**config.mk**
```make
export PLATFORM = sky130hd
export DESIGN_NAME = qpsk_diff_frame_ctrl
export DESIGN_NICKNAME = d
export VERILOG_FILES = /design/src/rtl/qpsk_frame_pkg.sv /design/src/rtl/sym_tick_gen.sv /design/src/rtl/qpsk_diff_frame_ctrl.sv
export SDC_FILE = /design/constraint.sdc
export NUM_CORES = 1
export LEC_CHECK = 0
export CAP_MARGIN = 5
export CORE_UTILIZATION = 40
export DETAILED_ROUTE_END_ITERATION = 10
export PLACE_DENSITY_LB_ADDON = 0.12
export SKIP_LAST_GASP = 1
export SLEW_MARGIN = 15
export SYNTH_ARGS = -nofsm -noshare
export SYNTH_HDL_FRONTEND = slang
export SYNTH_SLANG_ARGS = --single-unit
```
**constraint.sdc**
```tcl
create_clock -name clk -period 4.08 [get_ports clk]
set_clock_uncertainty 0.2 [all_clocks]
set_input_delay 0.408 -clock clk [delete_from_list [all_inputs] [get_ports clk]]
set_output_delay 0.408 -clock clk [all_outputs]
set_load 0.05 [all_outputs]
```
**src/rtl/qpsk_frame_pkg.sv**
```systemverilog
// Shared types and constants for the QPSK differential frame sequencer.
// Holds the FSM state enum, preamble dibits, default sync word, the LFSR
// taps/seed for the optional payload scrambler (QPSK_FRAME_SCRAMBLE_EN),
// and small helpers used by qpsk_diff_frame_ctrl.
package qpsk_frame_pkg;

    typedef enum logic [2:0] {
        ST_IDLE = 3'd0,
        ST_CLR  = 3'd1,
        ST_PRE  = 3'd2,
        ST_SYNC = 3'd3,
        ST_PAY  = 3'd4
    } state_e;

    localparam logic [1:0]  PRE_DIBIT_A       = 2'b00;
    localparam logic [1:0]  PRE_DIBIT_B       = 2'b11;
    localparam logic [15:0] SYNC_WORD_DEFAULT = 16'hE5A3;

    // x^7 + x^4 + 1: feedback from bits 6 and 3
    localparam logic [6:0]  LFSR_TAPS = 7'b100_1000;
    localparam logic [6:0]  LFSR_SEED = 7'h7F;

    // Dibit idx of the sync word, idx 0 = bits [15:14]
    function automatic logic [1:0] sync_dibit(input logic [15:0] word, input logic [2:0] idx);
        logic [15:0] sh;
        sh = word << {idx, 1'b0};
        return sh[15:14];
    endfunction

    // One Fibonacci LFSR step; the new bit enters at bit 0
    function automatic logic [6:0] lfsr_step(input logic [6:0] s);
        return {s[5:0], ^(s & LFSR_TAPS)};
    endfunction

endpackage

```
**src/rtl/sym_tick_gen.sv**
```systemverilog
// Symbol-rate divider.
// Ports: clk, rst (async active-low), clr_i (sync clear to 0), en_i (count
// enable), tick_c (combinational, high one cycle before the count reaches
// DIV-1 so a registered strobe downstream lines up with count == DIV-1).
module sym_tick_gen #(
    parameter int unsigned DIV = 8
) (
    input  logic clk,
    input  logic rst,
    input  logic clr_i,
    input  logic en_i,
    output logic tick_c
);

    localparam int unsigned CW = $clog2(DIV);

    logic [CW-1:0] cnt_q;
    logic [CW-1:0] cnt_d;

    // Wrap counter 0..DIV-1
    always_comb begin
        cnt_d = cnt_q;
        if (clr_i) begin
            cnt_d = '0;
        end else if (en_i) begin
            cnt_d = (cnt_q == CW'(DIV - 1)) ? '0 : cnt_q + CW'(1);
        end
    end

    always_ff @(posedge clk or negedge rst) begin
        if (!rst) begin
            cnt_q <= '0;
        end else begin
            cnt_q <= cnt_d;
        end
    end

    assign tick_c = en_i && !clr_i && (cnt_q == CW'(DIV - 2));

endmodule

```
**src/rtl/qpsk_diff_frame_ctrl.sv**
```systemverilog
// Frame sequencer for the QPSK absolute-to-relative code converter.
// Per frame: one-cycle reference clear, PRE_LEN alternating preamble dibits,
// 8 sync-word dibits, then 4*PAY_LEN payload dibits from the byte stream.
// Ports: clk, rst (async active-low), start, din/din_valid/din_ready (byte
// input), ab/sym_en (dibit + strobe), ref_clr, busy, frame_done, underrun.
// All outputs are registered.
// Optional: define QPSK_FRAME_SCRAMBLE_EN to XOR payload dibits with an
// x^7+x^4+1 LFSR (seeded 7'h7F per frame, 2 steps per payload dibit).
module qpsk_diff_frame_ctrl
    import qpsk_frame_pkg::*;
#(
    parameter int unsigned CLK_DIV   = 8,
    parameter int unsigned PRE_LEN   = 16,
    parameter logic [15:0] SYNC_WORD = SYNC_WORD_DEFAULT,
    parameter int unsigned PAY_LEN   = 32
) (
    input  logic       clk,
    input  logic       rst,
    input  logic       start,
    input  logic [7:0] din,
    input  logic       din_valid,
    output logic       din_ready,
    output logic [1:0] ab,
    output logic       sym_en,
    output logic       ref_clr,
    output logic       busy,
    output logic       frame_done,
    output logic       underrun
);

    state_e     state_q, state_d;
    logic [7:0] sym_cnt_q, sym_cnt_d;
    logic [1:0] dib_q, dib_d;
    logic [7:0] byte_cnt_q, byte_cnt_d;
    logic [7:0] sr_q, sr_d;
    logic [7:0] buf_q, buf_d;
    logic       buf_full_q, buf_full_d;
    logic [1:0] ab_q, ab_d;
    logic       sym_en_q, sym_en_d;
    logic       ref_clr_q, ref_clr_d;
    logic       busy_q, busy_d;
    logic       frame_done_q, frame_done_d;
    logic       underrun_q, underrun_d;
    logic       din_ready_q, din_ready_d;

    logic       tick;
    logic       cnt_clr;
    logic       cnt_en;
    logic       accept;
    logic [7:0] pay_byte;
    logic       have_byte;
    logic [1:0] pay_mask;

`ifdef QPSK_FRAME_SCRAMBLE_EN
    logic [6:0] lfsr_q, lfsr_d;
    logic [6:0] lfsr_s1, lfsr_s2;
`endif

    assign cnt_clr = (state_q == ST_IDLE) || (state_q == ST_CLR);
    assign cnt_en  = (state_q == ST_PRE) || (state_q == ST_SYNC) || (state_q == ST_PAY);
    assign accept  = din_valid && din_ready_q;

    sym_tick_gen #(
        .DIV (CLK_DIV)
    ) u_tick (
        .clk    (clk),
        .rst    (rst),
        .clr_i  (cnt_clr),
        .en_i   (cnt_en),
        .tick_c (tick)
    );

    // Next-state and registered-output logic; decisions are made on tick so
    // the strobe registers into the count == CLK_DIV-1 cycle.
    always_comb begin
        state_d      = state_q;
        sym_cnt_d    = sym_cnt_q;
        dib_d        = dib_q;
        byte_cnt_d   = byte_cnt_q;
        sr_d         = sr_q;
        buf_d        = buf_q;
        buf_full_d   = buf_full_q;
        ab_d         = ab_q;
        sym_en_d     = 1'b0;
        ref_clr_d    = 1'b0;
        frame_done_d = 1'b0;
        underrun_d   = 1'b0;
        pay_byte     = sr_q;
        have_byte    = 1'b0;
`ifdef QPSK_FRAME_SCRAMBLE_EN
        lfsr_d   = lfsr_q;
        lfsr_s1  = lfsr_step(lfsr_q);
        lfsr_s2  = lfsr_step(lfsr_s1);
        pay_mask = {lfsr_s1[0], lfsr_s2[0]};
`else
        pay_mask = 2'b00;
`endif

        if (accept) begin
            buf_d      = din;
            buf_full_d = 1'b1;
        end

        case (state_q)
            ST_IDLE: begin
                if (start) begin
                    state_d   = ST_CLR;
                    ref_clr_d = 1'b1;
                end
            end
            ST_CLR: begin
                sym_cnt_d  = '0;
                dib_d      = '0;
                byte_cnt_d = '0;
                state_d    = ST_PRE;
`ifdef QPSK_FRAME_SCRAMBLE_EN
                lfsr_d     = LFSR_SEED;
`endif
            end
            ST_PRE: begin
                if (tick) begin
                    sym_en_d = 1'b1;
                    ab_d     = sym_cnt_q[0] ? PRE_DIBIT_B : PRE_DIBIT_A;
                    if (sym_cnt_q == 8'(PRE_LEN - 1)) begin
                        sym_cnt_d = '0;
                        state_d   = ST_SYNC;
                    end else begin
                        sym_cnt_d = sym_cnt_q + 8'd1;
                    end
                end
            end
            ST_SYNC: begin
                if (tick) begin
                    sym_en_d = 1'b1;
                    ab_d     = sync_dibit(SYNC_WORD, sym_cnt_q[2:0]);
                    if (sym_cnt_q[2:0] == 3'd7) begin
                        sym_cnt_d = '0;
                        state_d   = ST_PAY;
                    end else begin
                        sym_cnt_d = sym_cnt_q + 8'd1;
                    end
                end
            end
            ST_PAY: begin
                // Stay one extra cycle so frame_done and start can't overlap IDLE
                if (frame_done_q) begin
                    state_d = ST_IDLE;
                end else if (tick) begin
                    sym_en_d = 1'b1;
                    if (dib_q != 2'd0) begin
                        have_byte = 1'b1;
                    end else if (buf_full_q) begin
                        pay_byte   = buf_q;
                        have_byte  = 1'b1;
                        buf_full_d = 1'b0;
                    end else if (accept) begin
                        // Bypass: incoming byte goes straight to the shifter
                        pay_byte   = din;
                        have_byte  = 1'b1;
                        buf_full_d = 1'b0;
                    end

                    if (have_byte) begin
                        ab_d  = pay_byte[7:6] ^ pay_mask;
                        sr_d  = {pay_byte[5:0], 2'b00};
                        dib_d = dib_q + 2'd1;
`ifdef QPSK_FRAME_SCRAMBLE_EN
                        lfsr_d = lfsr_s2;
`endif
                        if (dib_q == 2'd3) begin
                            byte_cnt_d = byte_cnt_q + 8'd1;
                            if (byte_cnt_q == 8'(PAY_LEN - 1)) begin
                                frame_done_d = 1'b1;
                            end
                        end
                    end else begin
                        // No data: send a filler dibit, hold all counters
                        ab_d       = 2'b00;
                        underrun_d = 1'b1;
                    end
                end
            end
            default: begin
                state_d = ST_IDLE;
            end
        endcase

        busy_d      = (state_d != ST_IDLE);
        din_ready_d = ((state_d == ST_SYNC) || (state_d == ST_PAY)) && !buf_full_d;
    end

    always_ff @(posedge clk or negedge rst) begin
        if (!rst) begin
            state_q      <= ST_IDLE;
            sym_cnt_q    <= '0;
            dib_q        <= '0;
            byte_cnt_q   <= '0;
            sr_q         <= '0;
            buf_q        <= '0;
            buf_full_q   <= 1'b0;
            ab_q         <= '0;
            sym_en_q     <= 1'b0;
            ref_clr_q    <= 1'b0;
            busy_q       <= 1'b0;
            frame_done_q <= 1'b0;
            underrun_q   <= 1'b0;
            din_ready_q  <= 1'b0;
`ifdef QPSK_FRAME_SCRAMBLE_EN
            lfsr_q       <= LFSR_SEED;
`endif
        end else begin
            state_q      <= state_d;
            sym_cnt_q    <= sym_cnt_d;
            dib_q        <= dib_d;
            byte_cnt_q   <= byte_cnt_d;
            sr_q         <= sr_d;
            buf_q        <= buf_d;
            buf_full_q   <= buf_full_d;
            ab_q         <= ab_d;
            sym_en_q     <= sym_en_d;
            ref_clr_q    <= ref_clr_d;
            busy_q       <= busy_d;
            frame_done_q <= frame_done_d;
            underrun_q   <= underrun_d;
            din_ready_q  <= din_ready_d;
`ifdef QPSK_FRAME_SCRAMBLE_EN
            lfsr_q       <= lfsr_d;
`endif
        end
    end

    assign din_ready  = din_ready_q;
    assign ab         = ab_q;
    assign sym_en     = sym_en_q;
    assign ref_clr    = ref_clr_q;
    assign busy       = busy_q;
    assign frame_done = frame_done_q;
    assign underrun   = underrun_q;

endmodule

```
==> impl_metrics.env <==
export IMPL_status="finished with violations"
export IMPL_violations="negative hold slack"
export IMPL_drt_wl_total_um=5440
export IMPL_timing_fmax_ghz=0.398
export IMPL_timing_slew_headroom=0.583
export IMPL_synth_seq_cells=47
export IMPL_overflow=0
export IMPL_syn_to_final_growth_pct=12.7
export IMPL_critPathBufInv=0
export IMPL_yosysSeqAreaShare=0.458
export IMPL_pwr_share_comb=0.344
export IMPL_netlist_instances=262
export IMPL_cpLargestDelayFamily="simple AND/OR/NAND/NOR gates"
export IMPL_syn_area_per_cell_um2=9.80
export IMPL_root_buffer="clkbuf_8"
export IMPL_ff_latch_area_mm2=0.00118
export IMPL_antenna_cells=0
export IMPL_p_per_area_mw_per_mm2=543
export IMPL_cts_buffers=5
export IMPL_grt_pass1_vias=1936
export IMPL_final_hold_violation_count=13
export IMPL_dr_pass1_iters=4
export IMPL_final_instance_count_excl_fill=350
export IMPL_drt_iter0_drc=77
export IMPL_min_period_ns=2.51
export IMPL_maxSlewViolCount=0
export IMPL_grt_pass1_wl_um=9290
export IMPL_place_hpwl_um=3720
export IMPL_mostFrequentLayoutCell="dfrtp_1"
export IMPL_die_area_mm2=0.00675
export IMPL_yosysWarnings=0
export IMPL_start_util=0.424
export IMPL_final_period_utilization=0.616
export IMPL_crit_type="reg -> reg"
export IMPL_whs_ns=-0.0146
export IMPL_synthArstFlopShare=1.00
export IMPL_drive_gt1_frac=0.0727
export IMPL_grt_setup_unrepaired="false"
export IMPL_drv_cap=0
export IMPL_gp_congestion=0.793
export IMPL_vias_per_cell=5.69
export IMPL_max_stage_delay_ns=0.75
export IMPL_multi_input_area_mm2=0.00129
export IMPL_postCtsHoldBufs=0
export IMPL_clockBufferDepth=2
export IMPL_cpMaxStageDelayCell="dfrtp_1"
export IMPL_synth_ff_type="dfrtp_1"
export IMPL_numClockSinks=47
export IMPL_pwr_share_seq=0.444
export IMPL_post_cts_buffers=0
export IMPL_io_pin_count=20
export IMPL_cellInternalPower_w=0.000993
export IMPL_dp_cells=343
export IMPL_synth_edf_count=0
export IMPL_fp_coreArea_mm2=0.00606
export IMPL_rows=28
export IMPL_grt_total_usage=0.183
export IMPL_insertion_delay_ns=0.30
export IMPL_fin_nets=296
export IMPL_cp_max_fo=25
export IMPL_swShare=0.369
export IMPL_num_vias=1992
export IMPL_synth_nets=283
export IMPL_clkTransAtPathRegs_ns=0.09
export IMPL_final_setup_tns_ns=0
export IMPL_drcViolationCount=0
export IMPL_port_buffers=19
export IMPL_die_h_um=82.1
export IMPL_grt_max_degree=48
export IMPL_crit_path_cell_trace="nor3b_4 > o211ai_4 > or4_1 > a21oi_1"
export IMPL_final_cell_mix="dfrtp_1, nand2_1, clkdlybuf4s50_1"
export IMPL_worst_slew_pin_transition_ns=0.625
export IMPL_die_w_um=82.1
export IMPL_critPathCaptureType="register"
export IMPL_grt_antenna_before_repair=0
export IMPL_fill_cells=575
export IMPL_clkPwrFrac=0.211
export IMPL_htreeDepth=2
export IMPL_ys_types=52
export IMPL_cts_tree="yes"
export IMPL_required_ns=4.10
export IMPL_setup_worst_path_start_class="register"
export IMPL_hp_class="in -> async"
export IMPL_cts_resized=0
export IMPL_irDropWorstVdd_uv=220
export IMPL_p_leak_nw=1.23
export IMPL_cp_arrival_ns=2.53
export IMPL_p_switching_w=0.000580
export IMPL_wl_per_cell_um=15.5
export IMPL_netlist_area_mm2=0.00257
export IMPL_setup_viol=0
export IMPL_ant_nets=0
## cells by family after synthesis
logic type,synth area share
AND/OR/NAND/NOR,0.192
AO/OA/AOI/OAI,0.201
flip-flops,0.458
buffers and inverters,0.0395
multiplexers,0.0555
adder cells (fa/ha/maj),0.0438
XOR/XNOR,0.0102
## cells in the mapped netlist (all sizes together) (4+ instances only)
library cell,instances,area (um^2)
clkbuf,10,37.5
a22o,5,43.8
o31ai,11,82.6
buf,4,26.3
nand3,10,50.1
o22ai,9,56.3
o21ai,14,70.1
mux2,10,113
nor2,12,45.0
ha,9,113
or4,8,60.1
o22a,4,35.0
inv,10,37.5
nand2,33,124
dfrtp,47,1180
a21oi,13,68.8
## power by group through the flow
stage                     logic, W  clock network, W  registers (W)
after global placement    0.000538                 0       0.000709
after global routing      0.000609          0.000367       0.000723
after floorplan           0.000397                 0       0.000702
after CTS                 0.000547          0.000347       0.000701
final                     0.000542          0.000332       0.000699
after detailed placement  0.000543                 0       0.000710
## cell type report
class | count | share of cell area
Clock buffer | 6 | 0.0251
Timing Repair Buffer | 20 | 0.0666
Tap cell | 75 | 0.0324
Clock inverter | 1 | 0.0104
Multi-Input combinational cell | 191 | 0.446
Inverter | 10 | 0.0130
Sequential cell | 47 | 0.406
## path summary, 6_finish.rpt
path                                      start                        end  slack (ns)  cells after the start
max                        state_q[2]$_DFF_PN0_  byte_cnt_q[7]$_DFFE_PN0P_        1.57                      4
min                                         rst  byte_cnt_q[5]$_DFFE_PN0P_       -0.01                      2
max reg2reg                state_q[2]$_DFF_PN0_  byte_cnt_q[7]$_DFFE_PN0P_        1.57                      4
min reg2reg                buf_q[1]$_DFFE_PN0P_       buf_q[1]$_DFFE_PN0P_        0.29                      2
max in group asynchronous                   rst          ab[1]$_DFFE_PN0P_        3.26                      2
min in group clk           buf_q[1]$_DFFE_PN0P_       buf_q[1]$_DFFE_PN0P_        0.29                      2
## state kept, by name (all words and copies together), names as in the netlist, 2 cells and up
register,flops
state_q,3
byte_cnt_q,8
dib_q,2
u_tick.cnt_q,3
sym_cnt_q,8
buf_q,8
sr_q,6
ab,2
## routing by layer
layer / track usage / part of all wire / up-vias
li1: - / - / 987
met1: 0.239 / 0.48 / 971
met2: 0.306 / 0.48 / 27
met3: 0.0363 / 0.026 / 7
met4: 0.0526 / 0.011 / 0
met5: 0 / 0 / -
## metrics by stage
| step | total power [W] | hold WS [ns] | cell area [um^2] | setup WS (ns) | util |
|---|---|---|---|---|---|
| after CTS | 0.00160 | 0.0185 | 2890 | 1.57 | 0.477 |
| final | 0.00157 | -0.0146 | 2890 | 1.57 | 0.477 |
| after global placement | 0.00125 | 0.267 | 2790 | 1.58 | 0.461 |
| after floorplan | 0.00110 | -0.0876 | 2570 | 1.98 | - |
| after detailed placement | 0.00125 | 0.274 | 2790 | 1.51 | 0.461 |
| after global routing | 0.00170 | 0.0470 | 2890 | 1.35 | 0.477 |
No activity file was read; power rests on OpenSTA's default activity.
